===== config.mk =====
export PLATFORM = sky130hd
export DESIGN_NAME = config_scan_chain_flat
export DESIGN_NICKNAME = d
export VERILOG_FILES = /design/src/rtl/config_chain_pkg.sv /design/src/rtl/config_scan_chain_if.sv /design/src/rtl/config_word_serializer.sv /design/src/rtl/config_scan_chain.sv /design/src/flat_wrapper.sv
export SDC_FILE = /design/constraint.sdc
export NUM_CORES = 1
export LEC_CHECK = 0
export BUFFER_PORTS_ARGS = -buffer_cell sky130_fd_sc_hd__buf_2
export CAP_MARGIN = 15
export CORE_MARGIN = 3
export CORE_UTILIZATION = 36
export DETAILED_ROUTE_END_ITERATION = 10
export PLACE_DENSITY_LB_ADDON = 0.15
export SLEW_MARGIN = 30
export SYNTH_ARGS = -nofsm -noshare
export SYNTH_HDL_FRONTEND = slang
export SYNTH_HIERARCHICAL = 1
export SYNTH_SLANG_ARGS = --single-unit

===== constraint.sdc =====
create_clock -name CK -period 2.9 [get_ports CK]
set_input_delay 0.29 -clock CK [delete_from_list [all_inputs] [get_ports CK]]
set_output_delay 0.29 -clock CK [all_outputs]
set_load 0.03 [all_outputs]

===== src/rtl/config_chain_pkg.sv =====
// ----------------------------------------------------------------------------
// config_chain_pkg
// Shared types and sizing helpers for the configuration scan chain.
//   - cfg_state_e     : loader FSM states (IDLE, SHIFT, COMMIT)
//   - cnt_width()     : bits needed to hold a count of 0..max_val
//   - words_per_load(): ceil(chain_len / data_width)
//   - last_word_bits(): bits of the final word that actually get shifted
//   - DEF_*           : sizing for the default 8-bit / 64-bit chain
// ----------------------------------------------------------------------------
package config_chain_pkg;

    typedef enum logic [1:0] {
        IDLE   = 2'd0,
        SHIFT  = 2'd1,
        COMMIT = 2'd2
    } cfg_state_e;

    function automatic int cnt_width(input int max_val);
        return (max_val < 1) ? 1 : $clog2(max_val + 1);
    endfunction

    function automatic int words_per_load(input int chain_len, input int data_width);
        return (chain_len + data_width - 1) / data_width;
    endfunction

    // The final word may be only partly used; its upper bits are dropped.
    function automatic int last_word_bits(input int chain_len, input int data_width);
        return chain_len - (words_per_load(chain_len, data_width) - 1) * data_width;
    endfunction

    localparam int DEF_DATA_WIDTH     = 8;
    localparam int DEF_CHAIN_LEN      = 64;
    localparam int DEF_WORDS_PER_LOAD = words_per_load(DEF_CHAIN_LEN, DEF_DATA_WIDTH);
    localparam int DEF_LAST_WORD_BITS = last_word_bits(DEF_CHAIN_LEN, DEF_DATA_WIDTH);

endpackage


===== src/rtl/config_scan_chain_if.sv =====
// ----------------------------------------------------------------------------
// config_scan_chain_if
// Load-side bus of the configuration scan chain.
//   start    : begin a load (honoured only when the chain is idle)
//   abort    : cancel the load in progress
//   in_valid : in_data carries a word
//   in_data  : configuration word, bit 0 shifted first
//   in_ready : chain can take a word this cycle
// master = protocol front-end, slave = scan chain.
// ----------------------------------------------------------------------------
interface config_scan_chain_if #(
    parameter int DATA_WIDTH = 8
);
    logic                  start;
    logic                  abort;
    logic                  in_valid;
    logic [DATA_WIDTH-1:0] in_data;
    logic                  in_ready;

    modport master (output start, output abort, output in_valid, output in_data,
                    input  in_ready);
    modport slave  (input  start, input  abort, input  in_valid, input  in_data,
                    output in_ready);
endinterface


===== src/rtl/config_word_serializer.sv =====
// ----------------------------------------------------------------------------
// config_word_serializer
// One-word buffer that turns a DATA_WIDTH word into a bit stream, LSB first.
//   CK, RSTN   : clock, synchronous active-low reset
//   clr        : drop the buffered word
//   load       : capture load_data; load_bits of it will be shifted
//   load_data  : word to serialize
//   load_bits  : number of valid bits in load_data (1..DATA_WIDTH)
//   shift      : consume bit_out this cycle
//   bit_out    : current bit (buffer bit 0)
//   bit_valid  : bit_out holds an unshifted stream bit
//   can_accept : buffer empty, or its last bit leaves this cycle
// ----------------------------------------------------------------------------
module config_word_serializer
    import config_chain_pkg::*;
#(
    parameter  int DATA_WIDTH = 8,
    localparam int IW         = cnt_width(DATA_WIDTH)
) (
    input  logic                  CK,
    input  logic                  RSTN,
    input  logic                  clr,
    input  logic                  load,
    input  logic [DATA_WIDTH-1:0] load_data,
    input  logic [IW-1:0]         load_bits,
    input  logic                  shift,
    output logic                  bit_out,
    output logic                  bit_valid,
    output logic                  can_accept
);

    logic [DATA_WIDTH-1:0] sh_buf;
    logic [IW-1:0]         bits_left;
    logic                  last_bit;

    assign bit_out    = sh_buf[0];
    assign bit_valid  = (bits_left != '0);
    assign last_bit   = (bits_left == IW'(1));
    assign can_accept = !bit_valid || last_bit;

    // A load arriving while the last bit leaves overwrites the buffer; the
    // departing bit was already taken combinationally from sh_buf[0].
    always_ff @(posedge CK) begin
        if (!RSTN || clr) begin
            sh_buf    <= '0;
            bits_left <= '0;
        end else if (load) begin
            sh_buf    <= load_data;
            bits_left <= load_bits;
        end else if (shift && bit_valid) begin
            sh_buf    <= sh_buf >> 1;
            bits_left <= bits_left - IW'(1);
        end
    end

endmodule


===== src/rtl/config_scan_chain.sv =====
// ----------------------------------------------------------------------------
// config_scan_chain
// CHAIN_LEN-bit configuration scan chain with word loader and shadow register.
// Words arrive over the load bus, are serialized one bit per cycle into the
// chain, and the full chain is copied to Q in one step at commit.
//   CK, RSTN : clock, synchronous active-low reset
//   ld       : load bus (start, abort, in_valid, in_data, in_ready)
//   busy     : load in progress (SHIFT or COMMIT)
//   done     : one-cycle pulse, new Q visible in the same cycle
//   SO       : chain[0], for readback / daisy-chaining
//   Q        : committed configuration bits
// ----------------------------------------------------------------------------
module config_scan_chain
    import config_chain_pkg::*;
#(
    parameter int   DATA_WIDTH = 8,
    parameter int   CHAIN_LEN  = 64,
    parameter logic RESET_VAL  = 1'b0
) (
    input  logic                  CK,
    input  logic                  RSTN,
    config_scan_chain_if.slave    ld,
    output logic                  busy,
    output logic                  done,
    output logic                  SO,
    output logic [CHAIN_LEN-1:0]  Q
);

    localparam int WORDS     = words_per_load(CHAIN_LEN, DATA_WIDTH);
    localparam int LAST_BITS = last_word_bits(CHAIN_LEN, DATA_WIDTH);
    localparam int BW        = cnt_width(CHAIN_LEN);
    localparam int WW        = cnt_width(WORDS);
    localparam int IW        = cnt_width(DATA_WIDTH);

    cfg_state_e           state, state_nxt;
    logic [CHAIN_LEN-1:0] chain, chain_nxt;
    logic [BW-1:0]        bit_cnt;
    logic [WW-1:0]        word_cnt;

    logic          sr_clr, in_ready, accept, shift_en, last_shift, commit_now;
    logic          bit_out, bit_valid, can_accept;
    logic [IW-1:0] load_bits;

    // word_cnt < WORDS is the same test as accepted*DATA_WIDTH < CHAIN_LEN.
    assign in_ready   = (state == SHIFT) && can_accept && (word_cnt < WW'(WORDS));
    assign accept     = ld.in_valid && in_ready && !ld.abort;
    assign shift_en   = (state == SHIFT) && bit_valid && !ld.abort;
    assign last_shift = shift_en && (bit_cnt == BW'(CHAIN_LEN - 1));
    assign commit_now = (state == COMMIT) && !ld.abort;
    assign load_bits  = (word_cnt == WW'(WORDS - 1)) ? IW'(LAST_BITS) : IW'(DATA_WIDTH);

    assign ld.in_ready = in_ready;
    assign busy        = (state != IDLE);
    assign SO          = chain[0];

    // New bit enters at the top; after CHAIN_LEN shifts stream bit k sits in chain[k].
    generate
        if (CHAIN_LEN == 1) begin : g_chain_one
            assign chain_nxt = bit_out;
        end else begin : g_chain_many
            assign chain_nxt = {bit_out, chain[CHAIN_LEN-1:1]};
        end
    endgenerate

    config_word_serializer #(
        .DATA_WIDTH (DATA_WIDTH)
    ) u_ser (
        .CK         (CK),
        .RSTN       (RSTN),
        .clr        (sr_clr),
        .load       (accept),
        .load_data  (ld.in_data),
        .load_bits  (load_bits),
        .shift      (shift_en),
        .bit_out    (bit_out),
        .bit_valid  (bit_valid),
        .can_accept (can_accept)
    );

    always_ff @(posedge CK) begin
        if (!RSTN) state <= IDLE;
        else       state <= state_nxt;
    end

    always_comb begin
        state_nxt = state;
        sr_clr    = 1'b0;
        case (state)
            IDLE: begin
                if (ld.start) begin
                    state_nxt = SHIFT;
                    sr_clr    = 1'b1;
                end
            end
            SHIFT: begin
                if (ld.abort) begin
                    state_nxt = IDLE;
                    sr_clr    = 1'b1;
                end else if (last_shift) begin
                    state_nxt = COMMIT;
                end
            end
            COMMIT: begin
                // Leaves after one cycle either way; abort only suppresses the commit.
                state_nxt = IDLE;
                sr_clr    = ld.abort;
            end
            default: state_nxt = IDLE;
        endcase
    end

    always_ff @(posedge CK) begin
        if (!RSTN) begin
            chain    <= {CHAIN_LEN{RESET_VAL}};
            Q        <= {CHAIN_LEN{RESET_VAL}};
            done     <= 1'b0;
            bit_cnt  <= '0;
            word_cnt <= '0;
        end else begin
            done <= commit_now;
            if (commit_now) Q <= chain;
            if (shift_en)   chain <= chain_nxt;
            if (sr_clr) begin
                bit_cnt  <= '0;
                word_cnt <= '0;
            end else begin
                if (shift_en) bit_cnt  <= bit_cnt + BW'(1);
                if (accept)   word_cnt <= word_cnt + WW'(1);
            end
        end
    end

endmodule


===== src/flat_wrapper.sv =====
// flat-port wrapper written by rule: the top's interface ports become plain ports
module config_scan_chain_flat import config_chain_pkg::*;
#(
    parameter int   DATA_WIDTH = 8,
    parameter int   CHAIN_LEN  = 64,
    parameter logic RESET_VAL  = 1'b0
)
  (CK, RSTN, busy, done, SO, Q, ld_start, ld_abort, ld_in_valid, ld_in_data, ld_in_ready);
  config_scan_chain_if #(.DATA_WIDTH(DATA_WIDTH)) ld_i ();
  input  logic CK;
  input  logic RSTN;
  output logic busy;
  output logic done;
  output logic SO;
  output logic [CHAIN_LEN-1:0] Q;
  input wire logic [$bits(ld_i.start)-1:0] ld_start;
  input wire logic [$bits(ld_i.abort)-1:0] ld_abort;
  input wire logic [$bits(ld_i.in_valid)-1:0] ld_in_valid;
  input wire logic [$bits(ld_i.in_data)-1:0] ld_in_data;
  output wire logic [$bits(ld_i.in_ready)-1:0] ld_in_ready;
  assign ld_i.start = ld_start;
  assign ld_i.abort = ld_abort;
  assign ld_i.in_valid = ld_in_valid;
  assign ld_i.in_data = ld_in_data;
  assign ld_in_ready = ld_i.in_ready;
  config_scan_chain #(.DATA_WIDTH(DATA_WIDTH), .CHAIN_LEN(CHAIN_LEN), .RESET_VAL(RESET_VAL)) u_core (.CK(CK), .RSTN(RSTN), .ld(ld_i), .busy(busy), .done(done), .SO(SO), .Q(Q));
endmodule

# Word-level counts from Yosys, hierarchy flattened

Cells that the tools add are included.

Add/sub/neg operators: 3
$lt $le $gt $ge: 1
Eq/ne operators: 6
Multiplexer cells: 11
Bitwise gates (word level): 1
Reductions and logical operators: 21

Operators by type and width:

| cell                  | count |
|---|---|
| $mux W8               | 2 |
| $logic_and A1 B1 Y1   | 9 |
| $mux W4               | 2 |
| $add A7 B1 Y7 const B | 1 |
| $eq A7 B6 Y1 const B  | 1 |
| $mux W2               | 3 |
| $add A4 B1 Y4 const B | 1 |
| $eq A4 B1 Y1 const B  | 1 |
| $lt A4 B4 Y1 const B  | 1 |
| $pmux W2 S2           | 1 |
| $reduce_bool A2 Y1    | 2 |
| $reduce_bool A4 Y1    | 1 |
| $reduce_or A2 Y1      | 2 |
| $sub A4 B1 Y4 const B | 1 |
| $logic_not A1 Y1      | 3 |
| $ne A3 B2 Y1 const B  | 1 |
| $pmux W1 S3           | 1 |
| $eq A2 B1 Y1 const B  | 1 |
| $eq A2 B2 Y1 const B  | 1 |
| $logic_not A2 Y1      | 1 |
| $logic_or A1 B1 Y1    | 2 |
| $mux W1               | 2 |
| $ne A2 B2 Y1 const B  | 1 |
| $reduce_and A2 Y1     | 1 |
| $not A1 Y1            | 1 |

Register bits after elaboration: 154
Bits of input ports: 13

# Logic depth before layout (Yosys ltp)

Depth after elaboration: 8
Gate-level depth with buffers: 11
Depth with buffers taken out: 9

# Hierarchy

The synthesis kept the hierarchy.

By module, submodules not included:

| module                 | times used | cells an instance | area an instance (sq um) |
|---|---|---|---|
| config_scan_chain      | 1          | 633               | 5,431.5 |
| config_word_serializer | 1          | 81                | 703.2 |

# Least setup slack after synthesis

No wires, ideal clock.

Path type: reg-to-reg
Start point: reg u_core.u_ser.bits_left[0]
End point: reg u_core.u_ser.sh_buf[0]
Setup time: 0.128 ns
Arrival time: 2.078 ns
Setup slack: 0.694 ns
Stages on the path, launching flop included: 12
Path buffers: 4
Period minus slack after synthesis: 2.206 ns
Cells stage by stage: dfxtp_1 -> inv_1 -> ha_1 -> or3b_1 -> buf_2 -> buf_2 -> nand2_2 -> clkinv_2 -> buf_2 -> clkbuf_1 -> a211oi_1 -> a211oi_2

Elaborated cells on any way between the ends: 13
Classes of those cells: eq/ne (1); mux (1); reduce/logical (11)

RTL lines:

| element                          | line                         | text |
|---|---|---|
| start, declared                  | config_word_serializer.sv:33 | `logic [IW-1:0] bits_left;` |
| start signal, assigned           | config_word_serializer.sv:49 | `bits_left <= load_bits;` |
| start signal, assigned           | config_word_serializer.sv:52 | `bits_left <= bits_left - IW'(1);` |
| $reduce_bool A4 Y1               | config_word_serializer.sv:37 | `assign bit_valid = (bits_left != '0);` |
| via u_core.bit_valid             | config_scan_chain.sv:41      | `logic bit_out, bit_valid, can_accept;` |
| $logic_and A1 B1 Y1 (2 in a row) | config_scan_chain.sv:47      | `assign shift_en = (state == SHIFT) && bit_valid && !ld.abort;` |
| via u_core.shift_en              | config_scan_chain.sv:40      | `logic sr_clr, in_ready, accept, shift_en, last_shift, commit_now;` |
| $logic_and A1 B1 Y1              | config_word_serializer.sv:50 | `end else if (shift && bit_valid) begin` |
| $reduce_bool A2 Y1 (no line)     | -                            |  |
| end signal, assigned             | config_word_serializer.sv:48 | `sh_buf <= load_data;` |
| end signal, assigned             | config_word_serializer.sv:51 | `sh_buf <= sh_buf >> 1;` |
| end, declared                    | config_word_serializer.sv:32 | `logic [DATA_WIDTH-1:0] sh_buf;` |

The timed path passes the listed nets, and every way through them passes these cells.
A chain may end at the register's enable or synchronous reset.

# Worst setup path in the final report

Start point: reg u_core.u_ser.bits_left[0]
End point: reg u_core.chain[14]

Longest elaborated chain between the ends: 3

Ends and longest elaborated chain:

| element                          | line                         | text |
|---|---|---|
| $reduce_bool A4 Y1               | config_word_serializer.sv:37 |  |
| via u_core.bit_valid             | config_scan_chain.sv:41      |  |
| $logic_and A1 B1 Y1 (2 in a row) | config_scan_chain.sv:47      |  |
| end signal, assigned             | config_scan_chain.sv:114     | `chain <= {CHAIN_LEN{RESET_VAL}};` |
| end signal, assigned             | config_scan_chain.sv:122     | `if (shift_en) chain <= chain_nxt;` |
| end, declared                    | config_scan_chain.sv:36      | `logic [CHAIN_LEN-1:0] chain, chain_nxt;` |

The timed path passes the listed nets, and every way through them passes these cells.

==> results_dict.tcl <==
set metrics [dict create \
    cts_tree "done" \
    seqCellArea_um2 3080 \
    slowest_delay_ns 0.44 \
    drt_pre_antenna_iters 4 \
    finalSetupTns_ns 0 \
    grt_pass1_vias 4536 \
    final_core_util_pct 43.7 \
    max_freq_ghz 0.434 \
    synth_edf_count 0 \
    clk_pin_slew_worst_paths_ns 0.06 \
    maxCapViolCount 0 \
    numClockSinks 154 \
    die_x_um 137 \
    crit_fanout 43 \
    drv_slew 0 \
    layout-drive-gt1-share_pct 17.3 \
    ant_nets 0 \
    layout_min_cycle_time_ns 2.30 \
    end_kind "flip-flop" \
    slowest_stage "clkinv_2" \
    multi_input_area_um2 2760 \
    antenna_found_initial 0 \
    yosysMostFrequentCell "nand2_1" \
    start_util_pct 36.9 \
    r2r_cells 8 \
    critical_path_required_ns 3.20 \
    clock_latency_ns 0.42 \
    vias_per_cell 4.66 \
    leakage_nw 2.65 \
    coreArea_um2 16600 \
    ir_drop_mv 0.401 \
    grt_use_total_pct 14.4 \
    maxSlewHeadroom_pct 49.0 \
    hold_ws_ns 0.134 \
    clockBufferDepth 2 \
    antenna_cells 0 \
    hold_viol 0 \
    cts-htree-levels 4 \
    post-route-cell-area_um2 7260 \
    grt_pass1_wl_mm 21.6 \
    crit_path_start_kind "flip-flop" \
    synth_top_area_share_pct 50.3 \
    worstPathCellList "inv_1 > ha_1 > or3b_1 > nand2_2 > clkinv_2 > buf_4 > nand2_1 > a21boi_0" \
    drtIter0Drc 231 \
    final.period_utilization_pct 79.5 \
    final_nets 797 \
    status "completed" \
    synth_area_leaders "dfxtp_1, a21boi_0, nand2_1, ha_1, buf_2" \
    syn_to_final_growth_pct 18.4 \
    die_y_um 137 \
    syn-cell-area_um2 6130 \
    rows 47 \
    hold_class "in2reg" \
    die_area_um2 18600 \
    ios 81 \
    setup_viol 0 \
    cp.arrival_ns 2.60 \
    powerDensity_nw_per_um2 635 \
    crit_cells 8 \
    yosysTopAreaCell "dfxtp_1" \
    wl_mm 12.7 \
    place.port_buffers 80 \
    num-fill-cells 1648 \
    ctsHoldBuffers 0 \
    hpwl_mm 8.24 \
    ys_async_sr_fraction_pct 0 \
    critical_path.top_delay_family "buffers and inverters" \
    route.vias.total 4695 \
    drc 0 \
    wl_per_cell_um 12.7 \
    cp_num_buf_inv 3 \
    yosysWarnings 6 \
    hold_depth 3 \
    ys_types 45 \
    criticalPathCategory "reg2reg" \
    grt_max_degree 100 \
    post_cts_buffers 0 \
    ctsResizeCount 0 \
    synth-seq-cells 154 \
    clock_skew_ns 0.00622 \
    worst_slew_pin_slew_ns 0.766 \
    synth_commonest_cells "nand2_1, dfxtp_1, a21boi_0, nor2_1, buf_2" \
    cts_made_buffers 17 \
    rsz0062_at_grt "no" \
    gp_congestion 0.714 \
    synth-main-ff-cell "dfxtp_1" \
    cts-root-buf "clkbuf_16" \
    syn_area_per_cell_um2 8.59 \
    seq_area_frac_synth_pct 50.3 \
    syn_inst 714 \
    grt.overflow.total 0 \
    placed_area_um2 6650 \
]
per-layer routing:
metal	vias up	track usage (%)	wire length, um	part of all wire [%]
met5	-	0	0	0
met4	0	6.72	254	2.0
met2	79	22.8	5720	45
met3	20	3.71	545	4.3
li1	2446	-	-	-
met1	2150	18.3	6230	49
path summary, 6_finish.rpt:
path,from,endpoint,slack [ns]
worst min register to register,u_core/Q[0],u_core/Q[0],0.46
worst max register to register,u_core/u_ser/bits_left[0],u_core/chain[14],0.60
worst max-delay path,u_core/u_ser/bits_left[0],u_core/chain[14],0.60
worst min-delay path,ld_in_data[7],u_core/u_ser/sh_buf[7],0.13
registers in the layout (all words and copies together) (netlist names):
name                    flops
u_core/u_ser/sh_buf         8
u_core/Q                   64
u_core/word_cnt             4
u_core/u_ser/bits_left      4
u_core/done                 1
u_core/chain               64
u_core/state                2
u_core/bit_cnt              7
logic make-up after synthesis:
logic type | count (synthesis) | synth area share, %
compound gates | 166 | 20.7
xor+xnor | 8 | 1.14
fa+ha+maj | 9 | 1.84
buf+inv | 59 | 5.00
flops | 154 | 50.3
mux | 1 | 0.163
other cells | 2 | 0.122
simple gates | 315 | 20.8
cell usage in the layout (no fill, tap or decap), drive strengths merged, types with 2 or more instances in the layout:
master / count
a211oi: 9
a21boi: 135
and2: 3
and4: 2
buf: 91
bufinv: 3
clkbuf: 24
clkinv: 4
conb: 4
dfxtp: 154
ha: 9
inv: 7
nand2: 263
nand2b: 3
nand3: 3
nand4: 6
nor2: 23
nor2b: 5
nor3: 2
nor4: 2
o211ai: 3
o21ai: 10
xnor2: 4
xor2: 4
through the flow:
step	setup WS, ns	total power, mW	instances
global placement	0.661	2.38	976
CTS	0.576	4.68	1007
finish	0.595	4.61	1007
detailed placement	0.605	2.38	976
floorplan	0.694	2.33	716
global route	0.417	4.78	1007
layout make-up:
class,count,area share (%)
tap,220,3.79
clock buffer,24,6.91
clock inverter,7,1.55
inverter,8,0.431
timing repair buffer,91,6.85
multi-input combinational,503,38.0
sequential,154,42.4
worst register-to-register path, delay by kind of cell, from the launching register on:
kind	cells	cell delay, ns
AND/OR/NAND/NOR	3	0.59
buffers and inverters	3	0.96
AO/OA/AOI/OAI	1	0.08
adder cells (fa/ha/maj)	1	0.19
flip-flops	1	0.37
where the power goes:
part | switching (mW) | leakage [nW] | internal, mW
combinational | 0.124 | 1.10 | 0.0763
sequential | 0.00799 | 1.24 | 2.12
clock | 0.819 | 0.302 | 1.46
total | 0.951 | 2.65 | 3.66
Power figures use the tool's default switching activity.
